## config.mk

```make
export PLATFORM = sky130hd
export DESIGN_NAME = plot_arbiter
export DESIGN_NICKNAME = d
export VERILOG_FILES = /design/src/rtl/plot_arbiter.sv
export SDC_FILE = /design/constraint.sdc
export NUM_CORES = 1
export LEC_CHECK = 0
export ABC_AREA = 1
export CORE_UTILIZATION = 45
export DETAILED_ROUTE_END_ITERATION = 8
export PLACE_DENSITY = 0.77
export SLEW_MARGIN = 15
export SYNTH_ARGS = -nofsm -noshare
export SYNTH_HDL_FRONTEND = slang
export SYNTH_SLANG_ARGS = --single-unit
```

## constraint.sdc

```tcl
create_clock -name CLK50 -period 5.1 [get_ports CLK50]
set_clock_uncertainty 0.15 [all_clocks]
set_input_delay 1.53 -clock CLK50 [delete_from_list [all_inputs] [get_ports CLK50]]
set_output_delay 1.53 -clock CLK50 [all_outputs]
set_load 0.05 [all_outputs]
```

## src/rtl/plot_arbiter.sv

```systemverilog
// Round-robin pixel-write arbiter with burst locking in front of vga_adapter.
// Optional macro PLOT_ARB_BOUNDS_EN drops off-screen pixels and adds drop_count.
module plot_arbiter #(
  parameter int NREQ  = 3,
  parameter int CNT_W = 16
) (
  input  logic                CLK50,
  input  logic                reset,
  input  logic                hold,
  input  logic [NREQ-1:0]     req,
  input  logic [NREQ-1:0]     lock,
  input  logic [8*NREQ-1:0]   req_x,
  input  logic [7*NREQ-1:0]   req_y,
  input  logic [3*NREQ-1:0]   req_colour,
  output logic [NREQ-1:0]     gnt,
  output logic [7:0]          vga_x,
  output logic [6:0]          vga_y,
  output logic [2:0]          vga_colour,
  output logic                vga_plot,
  output logic [2:0]          owner,
  output logic                locked,
  output logic [CNT_W-1:0]    pix_count
`ifdef PLOT_ARB_BOUNDS_EN
  ,
  output logic [7:0]          drop_count
`endif
);

  typedef enum logic {ST_ARB, ST_LOCK} state_t;

  state_t           r_state, w_state_nx;
  logic [2:0]       r_owner, w_owner_nx;
  logic [2:0]       r_last;
  logic [2:0]       w_gidx;
  logic             w_grant;
  logic             w_gnt_lock;
  logic             w_own_req, w_own_lock;
  logic [NREQ-1:0]  w_gnt;
  logic [7:0]       w_sel_x;
  logic [6:0]       w_sel_y;
  logic [2:0]       w_sel_c;
  logic [7:0]       r_x;
  logic [6:0]       r_y;
  logic [2:0]       r_c;
  logic             r_plot;
  logic [CNT_W-1:0] r_cnt;

  always_comb begin
    w_own_req  = 1'b0;
    w_own_lock = 1'b0;
    for (int i = 0; i < NREQ; i++) begin
      if (r_owner == 3'(i)) begin
        w_own_req  = req[i];
        w_own_lock = lock[i];
      end
    end
  end

  // Next-state and grant decision
  always_comb begin
    w_state_nx = r_state;
    w_owner_nx = r_owner;
    w_grant    = 1'b0;
    w_gidx     = r_owner;
    w_gnt_lock = 1'b0;
    case (r_state)
      ST_ARB: begin
        if (!hold) begin
          // Descending distance so the nearest requester after last writes last and wins.
          for (int k = NREQ; k >= 1; k--) begin
            for (int i = 0; i < NREQ; i++) begin
              if ((i == (int'(r_last) + k) % NREQ) && req[i]) begin
                w_grant    = 1'b1;
                w_gidx     = 3'(i);
                w_gnt_lock = lock[i];
              end
            end
          end
        end
        if (w_grant && w_gnt_lock) begin
          w_state_nx = ST_LOCK;
          w_owner_nx = w_gidx;
        end
      end
      ST_LOCK: begin
        if (!w_own_req) begin
          w_state_nx = ST_ARB;
        end else if (!hold) begin
          w_grant = 1'b1;
          w_gidx  = r_owner;
          if (!w_own_lock) w_state_nx = ST_ARB;
        end
      end
      default: w_state_nx = ST_ARB;
    endcase
    if (reset) w_grant = 1'b0;
  end

  always_comb begin
    w_gnt   = '0;
    w_sel_x = '0;
    w_sel_y = '0;
    w_sel_c = '0;
    for (int i = 0; i < NREQ; i++) begin
      w_gnt[i] = w_grant && (w_gidx == 3'(i));
      if (w_gidx == 3'(i)) begin
        w_sel_x = req_x[8*i +: 8];
        w_sel_y = req_y[7*i +: 7];
        w_sel_c = req_colour[3*i +: 3];
      end
    end
  end

`ifdef PLOT_ARB_BOUNDS_EN
  logic       w_inb;
  logic [7:0] r_drop;
  assign w_inb = (w_sel_x <= 8'd159) && (w_sel_y <= 7'd119);
`endif

  always_ff @(posedge CLK50 or posedge reset) begin
    if (reset) begin
      r_state <= ST_ARB;
      r_owner <= 3'd0;
      r_last  <= 3'(NREQ - 1);
    end else begin
      r_state <= w_state_nx;
      r_owner <= w_owner_nx;
      if (w_grant) r_last <= w_gidx;
    end
  end

  // Output register stage toward the adapter
  always_ff @(posedge CLK50 or posedge reset) begin
    if (reset) begin
      r_x    <= '0;
      r_y    <= '0;
      r_c    <= '0;
      r_plot <= 1'b0;
    end else begin
      r_plot <= 1'b0;
      if (w_grant) begin
`ifdef PLOT_ARB_BOUNDS_EN
        if (w_inb) begin
          r_x    <= w_sel_x;
          r_y    <= w_sel_y;
          r_c    <= w_sel_c;
          r_plot <= 1'b1;
        end
`else
        r_x    <= w_sel_x;
        r_y    <= w_sel_y;
        r_c    <= w_sel_c;
        r_plot <= 1'b1;
`endif
      end
    end
  end

  always_ff @(posedge CLK50 or posedge reset) begin
    if (reset) begin
      r_cnt <= '0;
    end else if (r_plot && (r_cnt != {CNT_W{1'b1}})) begin
      r_cnt <= r_cnt + 1'b1;
    end
  end

`ifdef PLOT_ARB_BOUNDS_EN
  always_ff @(posedge CLK50 or posedge reset) begin
    if (reset) begin
      r_drop <= '0;
    end else if (w_grant && !w_inb && (r_drop != 8'hFF)) begin
      r_drop <= r_drop + 1'b1;
    end
  end
  assign drop_count = r_drop;
`endif

  assign gnt        = w_gnt;
  assign vga_x      = r_x;
  assign vga_y      = r_y;
  assign vga_colour = r_c;
  assign vga_plot   = r_plot;
  assign owner      = r_owner;
  assign locked     = (r_state == ST_LOCK);
  assign pix_count  = r_cnt;

endmodule

```

==> out/results.ini <==
[floorplan]
row_count=33
fp.dieArea_um2=9140
floorplan.die.width_um=95.6
die_height_um=95.6
floorplan.initialDensity_pct=47.3
floorplan.core_area_um2=8340
top_level_ports=105

[timing]
rsz0062_at_grt=yes
tightest_slew_ns=0.546
final-max-slew-violation-count=0
timing_hold_violations_final=0
min_period_ns=5.92
slew_headroom_pct=63.5
worst_case_setup_margin_in_the_final_layout_ns=-0.822
max_freq_mhz=169
final-setup-viol-count=3
final_min_period_over_clock_period_pct=116

[power_and_ir_drop]
pwr_density_cell_nw_per_um2=791
ir_worst_vdd_mv=0.801
power.combinational.fraction_pct=85.1
p_sw_mw=2.77
switching_share_of_power_pct=54.6
p_leak_nw=3.12
power.sequential.fraction_pct=9.4
p_int_mw=2.30
finalPower_mw=5.07
clkPwrFrac_pct=5.6

[grt]
via_count_of_the_first_global_routing_pass=4239
first_pass_grt_wire_length_um=19300
grt_util_all_layers_pct=26.8
grt_max_degree=43
gr-total-overflow=0
initial_antenna_violation_count=0

[drt]
route.detailed.drc=0
number_of_search_and_repair_iterations_in_the_first_detailed_routing_pass=5
first_iteration_detailed_routing_drc_count=329
drtAntennaViolNets=0
drt_total_wl_um=13700
wire_per_inst_um=15.6
vias_per_cell=5.50
route.vias.total=4853

[worst_hold_path]
source_of_the_worst_hold_timing_path=vga_x[0]
worstHoldPathType=register to register

[synth]
synth_top_cell_by_area=sky130_fd_sc_hd__dfrtp_1
post-synth-top-count-cell=sky130_fd_sc_hd__nand2_1
synth_area_leaders=sky130_fd_sc_hd__dfrtp_1 (26%), sky130_fd_sc_hd__nand2_1 (16%), sky130_fd_sc_hd__inv_1 (8.0%), sky130_fd_sc_hd__ha_1 (7.3%), sky130_fd_sc_hd__nand3_1 (3.8%)
yosys.cell_types.count=43
synth_commonest_cells=sky130_fd_sc_hd__nand2_1 (170), sky130_fd_sc_hd__inv_1 (84), sky130_fd_sc_hd__dfrtp_1 (41)
syn-mean-instance-area_um2=6.83
synth_top_flop_cell=sky130_fd_sc_hd__dfrtp_1
synth_top_area_share_pct=26.0
ys_ff_latch=42
synth_sequential_area_ratio_pct=26.7
synth-edff-count=0
yosysWarnings=0
syn-instance-count=577
post_synthesis_instance_area_um2=3940
synth_async_sr_flop_share_pct=100
postSynthNetCount=663

[setup_path]
r2r_setup_slack_ns=0.37
worst_ep_arrival_time_ns=4.24
critPathMaxStageDelay_ns=0.61
timing.critical_path.from=r_last[1]
startpoint_type_of_the_worst_setup_path=register
critPathSlowestCell=sky130_fd_sc_hd__dfstp_2
timing.critical_path.max_delay_family=simple AND/OR/NAND/NOR gates
worst_r2r_startpoint=r_last[1]
crit_fanout=5
cp.buffers_inverters=8
timing.critical_path.required_ns=3.42
critical_path.endpoint_type=output port
setup.worst_path.class=register to output port

[final_layout]
post-route-util_pct=76.9
n_antenna_cell=0
drive_gt1_share_pct=31.9
final_net_count=863
area_delta_synth_final_pct=62.7

[clock_network]
clock_sinks=42
clkLatencyLatePin_ns=0.32
cts.root.buffer_cell=sky130_fd_sc_hd__clkbuf_8
h-tree-depth=2
tritoncts.num_buffers=5
cts.path.max_buffers=2
tritoncts=built
worst_path_clk_slew_ns=0.09

[status]
violated_checks=setup timing
outcome=finished with violations

[place]
detailedPlacementHpwl_um=9190
port_buffers=104
place_congestion=0.960

[run]
max_capacitance_violation_count=0

per-stage QoR:
step	cell area, µm²	cells	setup slack [ns]	hold slack, ns	setup TNS [ns]
2_1_floorplan	4130	577	-0.427	0.449	-1.06
3_3_place_gp	5800	851	-0.214	0.313	-0.592
3_5_place_dp	5800	851	-0.338	0.318	-0.970
4_1_cts	6120	872	-0.549	0.340	-1.63
5_1_grt	6410	883	-1.00	0.366	-2.92
6_report	6410	883	-0.822	0.333	-2.36
cell families (layout without fill, tap and decap cells):
group,count (synthesis),count (layout),synth area share (%)
XOR/XNOR,20,20,4.44
buffers and inverters,105,306,11.7
adder cells (fa/ha/maj),23,23,7.30
AND/OR/NAND/NOR,309,309,37.8
AO/OA/AOI/OAI,78,78,12.0
flip-flops,42,42,26.7
power groups by stage:
stage | registers, mW | logic [mW] | clock network [mW]
after floorplan | 0.669 | 2.34 | 0
after global placement | 0.474 | 3.47 | 0
after detailed placement | 0.477 | 3.59 | 0
after CTS | 0.473 | 3.81 | 0.283
after global routing | 0.483 | 4.65 | 0.299
final | 0.475 | 4.32 | 0.284
registers in the layout, summed over array words and instances, names as in the netlist:
register,flops
r_last,3
pix_count,16
vga_plot,1
vga_x,8
vga_y,7
locked,1
vga_colour,3
owner,3
worst paths after layout:
check | end | cells after the start
setup / recovery | gnt[0] | 33
hold / removal | vga_x[0] | 2
setup reg to reg | vga_x[7] | 37
hold reg to reg | vga_x[0] | 2
max in group asynchronous | vga_x[0] | 3
min in group asynchronous | vga_x[7] | 3
area by class of cell:
| class | instances | area, µm² |
|---|---|---|
| clock buffer | 5 | 68.8 |
| clock inverter | 3 | 43.8 |
| fill | 569 | 1930 |
| inverter | 93 | 369 |
| multi-input combinational | 430 | 2880 |
| sequential | 42 | 1050 |
| tap | 105 | 131 |
| timing repair buffer | 205 | 1860 |
worst reg2reg max path, delay by kind of cell (launching register included):
family | cells | cell delay, ns
flip-flops | 1 | 0.61
adder cells (fa/ha/maj) | 3 | 0.50
buffers and inverters | 8 | 0.80
AND/OR/NAND/NOR | 24 | 2.41
AO/OA/AOI/OAI | 2 | 0.16
what timing repair did:
action / in CTS / in global routing
hold buffers: 0 / 0
endpoints found under the setup margin: 3 / 3
setup buffers: 13 / 11
gates resized for setup: 26 / 55
pin swaps: 38 / 43
cloned: 0 / 0
layer usage:
| metal | vias up | share of wire (%) | GRT usage [%] |
|---|---|---|---|
| met1 | 2301 | 40 | 32.4 |
| met4 | 0 | 3.5 | 11.1 |
| met5 | - | 0 | 0 |
| met2 | 245 | 51 | 46.6 |
| li1 | 2252 | - | - |
| met3 | 55 | 6.1 | 4.70 |
cell usage in the layout (no fill, tap or decap), types with 4 or more instances in the layout:
cell type	netlist	final
sky130_fd_sc_hd__nand2_4	4	12
sky130_fd_sc_hd__nor4_1	4	4
sky130_fd_sc_hd__nand3_1	30	22
sky130_fd_sc_hd__buf_6	1	6
sky130_fd_sc_hd__ha_4	0	12
sky130_fd_sc_hd__a21oi_2	10	10
sky130_fd_sc_hd__nand2_2	18	27
sky130_fd_sc_hd__dfrtp_1	41	40
sky130_fd_sc_hd__inv_4	2	8
sky130_fd_sc_hd__a21oi_1	17	15
sky130_fd_sc_hd__buf_4	3	94
sky130_fd_sc_hd__o21ai_1	16	14
sky130_fd_sc_hd__xor2_1	15	13
sky130_fd_sc_hd__clkbuf_8	0	5
sky130_fd_sc_hd__nand2_1	170	153
sky130_fd_sc_hd__nor2_1	28	20
sky130_fd_sc_hd__buf_12	1	4
sky130_fd_sc_hd__clkdlybuf4s50_1	0	101
sky130_fd_sc_hd__nor2_4	6	9
sky130_fd_sc_hd__inv_1	84	72
sky130_fd_sc_hd__o21ai_2	2	5
sky130_fd_sc_hd__nor3_1	13	9
sky130_fd_sc_hd__ha_1	23	10
sky130_fd_sc_hd__nand3_2	8	9
sky130_fd_sc_hd__nand3_4	1	8
sky130_fd_sc_hd__o21ai_0	23	21
sky130_fd_sc_hd__inv_2	6	11
sky130_fd_sc_hd__xnor2_1	5	5
sky130_fd_sc_hd__nor2_2	3	8
sky130_fd_sc_hd__nand4_1	21	21
(Power assumes the default switching activity.)
